===== src/rtl/hv_classifier.sv =====
// hv_classifier: associative-memory stage of the HDC seizure-detection datapath.
// Accumulates the Hamming distance from a serially delivered query hypervector
// to two class prototypes (0 = interictal, 1 = ictal). After DIM accepted bits
// it registers a class decision and pulses done for one cycle.
module hv_classifier #(
  parameter int DIM   = 10000,
  parameter int IDX_W = $clog2(DIM),
  parameter int DST_W = $clog2(DIM + 1)
) (
  input  logic             clk,
  input  logic             nrst,
  input  logic             en,
  input  logic             in_bit,
  input  logic             proto_0_bit,
  input  logic             proto_1_bit,
  output logic [IDX_W-1:0] bit_idx,
  output logic             ready,
  output logic [DST_W-1:0] dist_0,
  output logic [DST_W-1:0] dist_1,
  output logic             class_out,
  output logic             done
);

  localparam logic [1:0] ST_ACC  = 2'd0;
  localparam logic [1:0] ST_CMP  = 2'd1;
  localparam logic [1:0] ST_DONE = 2'd2;

  localparam logic [IDX_W-1:0] LAST_IDX = IDX_W'(DIM - 1);

  logic [1:0]       state;
  logic             first_bit;
  logic             last_bit;
  logic             mis_0;
  logic             mis_1;
  logic [DST_W-1:0] next_0;
  logic [DST_W-1:0] next_1;

  // Per-bit mismatch and next distance. Index 0 restarts from zero, so the
  // previous vector's distances stay visible until the next vector really starts.
  assign first_bit = (bit_idx == '0);
  assign last_bit  = (bit_idx == LAST_IDX);
  assign mis_0     = in_bit ^ proto_0_bit;
  assign mis_1     = in_bit ^ proto_1_bit;
  assign next_0    = (first_bit ? '0 : dist_0) + {{(DST_W-1){1'b0}}, mis_0};
  assign next_1    = (first_bit ? '0 : dist_1) + {{(DST_W-1){1'b0}}, mis_1};

  // Status outputs decoded straight from the state register (glitch-free).
  assign ready = (state == ST_ACC);
  assign done  = (state == ST_DONE);

  // FSM, bit index, distance accumulators and class decision.
  // NOTE: every register here is assigned with <= so all of them update from
  // the same pre-edge values; mixing in = would make results order-dependent.
  always_ff @(posedge clk or negedge nrst) begin
    if (!nrst) begin
      state     <= ST_ACC;
      bit_idx   <= '0;
      dist_0    <= '0;
      dist_1    <= '0;
      class_out <= 1'b0;
    end else begin
      case (state)
        ST_ACC: begin
          if (en) begin
            dist_0 <= next_0;
            dist_1 <= next_1;
            if (last_bit) begin
              bit_idx <= '0;
              state   <= ST_CMP;
            end else begin
              bit_idx <= bit_idx + 1'b1;
            end
          end
        end
        ST_CMP: begin
          // Strict compare: a tie keeps the conservative interictal class.
          class_out <= (dist_1 < dist_0);
          state     <= ST_DONE;
        end
        ST_DONE: begin
          state <= ST_ACC;
        end
        default: begin
          state <= ST_ACC;
        end
      endcase
    end
  end

endmodule


===== config.mk =====
export PLATFORM = sky130hd
export DESIGN_NAME = hv_classifier
export DESIGN_NICKNAME = d
export VERILOG_FILES = /design/src/rtl/hv_classifier.sv
export SDC_FILE = /design/constraint.sdc
export NUM_CORES = 1
export LEC_CHECK = 0
export CAP_MARGIN = 20
export CORE_ASPECT_RATIO = 1.75
export CORE_MARGIN = 2
export CORE_UTILIZATION = 30
export DETAILED_ROUTE_END_ITERATION = 6
export HOLD_SLACK_MARGIN = 0.08
export PLACE_DENSITY = 0.54
export SLEW_MARGIN = 20
export SYNTH_ARGS = -nofsm -noshare
export SYNTH_HDL_FRONTEND = slang
export SYNTH_SLANG_ARGS = --single-unit

===== constraint.sdc =====
create_clock -name clk -period 5.35 [get_ports clk]
set_input_delay 0.535 -clock clk [delete_from_list [all_inputs] [get_ports clk]]
set_output_delay 0.535 -clock clk [all_outputs]
set_load 0.005 [all_outputs]

==> impl_metrics.tcl <==
set metrics [dict create \
    status "complete, no violations" \
    diodes 0 \
    cts_tree "built" \
    cts_resized 0 \
    cpMostUsedCell "ha_1" \
    synthesis.area_um2 2770 \
    cpPeakStageDelay_ns 0.52 \
    crit_fanout 14 \
    fin_crit_sh 0.549 \
    synth_area_leader_cell "dfrtp_1" \
    slew_headroom 0.380 \
    die_y_um 131 \
    clk_pin_slew_ns 0.08 \
    synth-edff-count 0 \
    first_global_vias 2404 \
    ys_seq_elements 45 \
    synthCells 300 \
    drtIter0Drc 164 \
    syn_to_final_growth_pct 26.8 \
    rows 46 \
    synth.area.top_cells "dfrtp_1 41%, ha_1 9.5%, o21ai_0 5.1%" \
    dieArea_um2 10100 \
    criticalPathCategory "reg2reg" \
    grt_use_total 0.158 \
    slew_viol_final 0 \
    synth_flop_cell "dfrtp_1" \
    die_w_um 76.7 \
    regToRegSetupSlack_ns 2.41 \
    period_minus_slack_ns 2.94 \
    grt_pass1_wl_um 12600 \
    powerDensity_nw_per_um2 351 \
    cellLeakagePower_nw 1.44 \
    wl_um 7630 \
    clock-root-buffer "clkbuf_16" \
    cap_violations 0 \
    yosysMostFrequentCell "dfrtp_1" \
    drtAntennaViolNets 0 \
    drc 0 \
    grt_setup_unrepaired "false" \
    initial_utilization 0.307 \
    yosys.area.top_type_share 0.406 \
    nFillCells 922 \
    crit_chain "inv_1 > ha_1 > nor4b_2 > nand4_1 > and2_1 > ha_1 > nand2_1 > or4_4 > or4_1 > o21ai_0" \
    hp-class "in2async" \
    r2r-end "dist_1[11]$_DFFE_PN0P_" \
    clockBufferDepth 2 \
    setup_viol 0 \
    grt_max_degree 46 \
    hold_viol 0 \
    gp_congestion 0.815 \
    cts_buffers 5 \
    ctsHoldBuffers 0 \
    yosys_warnings 0 \
    peakVddDrop_v 0.000288 \
    critical_path.slowest_cell "or4_4" \
    clkLatencyLatePin_ns 0.30 \
    vias 2405 \
    required_ns 5.58 \
    r2r-start "bit_idx[0]$_DFFE_PN0P_" \
    overflow 0 \
    fin_setup_tns_ns 0 \
    htreeDepth 2 \
    worst_pin_slew_ns 0.930 \
    postCtsSetupRepairBufs 0 \
    cts_sinks 45 \
    ys_types 45 \
    worst_hold_slack_ns 0.249 \
    r2r_cells 10 \
    wl_per_cell_um 16.3 \
    fin_worst_skew_ns 0.0145 \
    fmax_ghz 0.340 \
    syn_area_per_cell_um2 9.25 \
    synthesis.nets 327 \
    io_buffer_count 50 \
    endpoint_kind "flip-flop" \
    via_per_inst 5.13 \
    yosys-top-cells-count "45 x dfrtp_1, 28 x nand2_1, 28 x o21ai_0, 24 x inv_1, 21 x ha_1" \
    crit_arrival_ns 3.17 \
    nets 375 \
    ys_async_sr_fraction 1.00 \
    ys_seq_area_frac 0.406 \
    core_um2 9040 \
    drt_pass1_iterations 4 \
    hpwl_um 5470 \
    ios 51 \
    power_w 0.00124 \
    cp-start-kind "flip-flop" \
    antenna_found_initial 0 \
    drive_above_1_share 0.0544 \
]
-- cells in the final DEF, fill, tap and decap left out, types with 2 or more instances in the layout --
| cell | count |
|---|---|
| a21oi_1 | 8 |
| a22o_1 | 4 |
| and2_1 | 3 |
| and3_1 | 5 |
| and4_1 | 4 |
| buf_4 | 2 |
| clkbuf_16 | 5 |
| clkdlybuf4s50_1 | 49 |
| dfrtp_1 | 45 |
| ha_1 | 21 |
| inv_1 | 24 |
| mux2i_1 | 2 |
| nand2_1 | 28 |
| nand3_1 | 18 |
| nand4_1 | 9 |
| nand4b_1 | 2 |
| nor2_1 | 16 |
| nor2b_1 | 3 |
| nor3_1 | 8 |
| nor4_1 | 11 |
| nor4_2 | 3 |
| o21ai_0 | 28 |
| o22ai_1 | 2 |
| or4_1 | 3 |
| xnor2_1 | 16 |
| xor2_1 | 9 |
-- report_power, final --
part	total [W]	internal, W	switching, W
registers	0.000515	0.000404	0.000111
clock network	0.000324	0.000174	0.000149
logic	0.000397	0.000212	0.000184
-- cell families after synthesis --
kind of cell,share of synthesized area
xor gates and xnor gates,0.0789
muxes,0.00722
DFF,0.406
and+or+nand+nor,0.248
buffers and inverters,0.0532
adders and majority gates,0.0947
AOI/OAI and AO/OA,0.112
-- registers in the layout (all words and copies together) (netlist names) --
signal / count
dist_0: 14
class_out: 1
dist_1: 14
bit_idx: 14
state: 2
-- worst max-delay path by stage --
stage / cells past startpoint / endpoint / startpoint / slack, ns
6_report: 10 / dist_1[11]$_DFFE_PN0P_ / bit_idx[0]$_DFFE_PN0P_ / 2.41
5_1_grt: 11 / dist_0[8]$_DFFE_PN0P_ / bit_idx[0]$_DFFE_PN0P_ / 2.19
4_1_cts: 10 / dist_1[11]$_DFFE_PN0P_ / bit_idx[0]$_DFFE_PN0P_ / 2.40
3_5_place_dp: 10 / dist_1[11]$_DFFE_PN0P_ / bit_idx[0]$_DFFE_PN0P_ / 2.42
3_3_place_gp: 10 / dist_1[11]$_DFFE_PN0P_ / bit_idx[0]$_DFFE_PN0P_ / 2.46
2_1_floorplan: 11 / dist_1[11]$_DFFE_PN0P_ / bit_idx[0]$_DFFE_PN0P_ / 2.66
-- per-layer routing --
layer / up-vias / global-route usage / wire length, um
li1: 1167 / - / -
met3: 15 / 0.0316 / 256
met1: 1174 / 0.167 / 2970
met2: 49 / 0.293 / 4130
met4: 0 / 0.0727 / 270
met5: - / 0 / 0
-- worst max-delay path: cells and delay by family, from the launching register on --
family | cells | cell delay (ns)
adder cells (fa/ha/maj) | 2 | 0.38
AND/OR/NAND/NOR | 6 | 1.91
buffers and inverters | 1 | 0.07
flip-flops | 1 | 0.42
AO/OA/AOI/OAI | 1 | 0.08
-- area by class of cell --
type                            instances  area (um^2)  area share
Inverter                               24         90.1      0.0256
Tap cell                              120          150      0.0427
Clock buffer                            5          125      0.0356
Sequential cell                        45         1130       0.320
Multi-Input combinational cell        221         1500       0.426
Timing Repair Buffer                   51          505       0.144
Clock inverter                          3         21.3     0.00605
-- through the flow --
step,utilization,cells,setup slack (ns),area (um^2)
after floorplan,-,300,2.66,2770
after global routing,0.389,469,2.19,3520
after CTS,0.389,469,2.40,3520
after global placement,0.373,461,2.46,3370
after detailed placement,0.373,461,2.42,3370
final,0.389,469,2.41,3520
No activity file was read; power rests on OpenSTA's default activity.
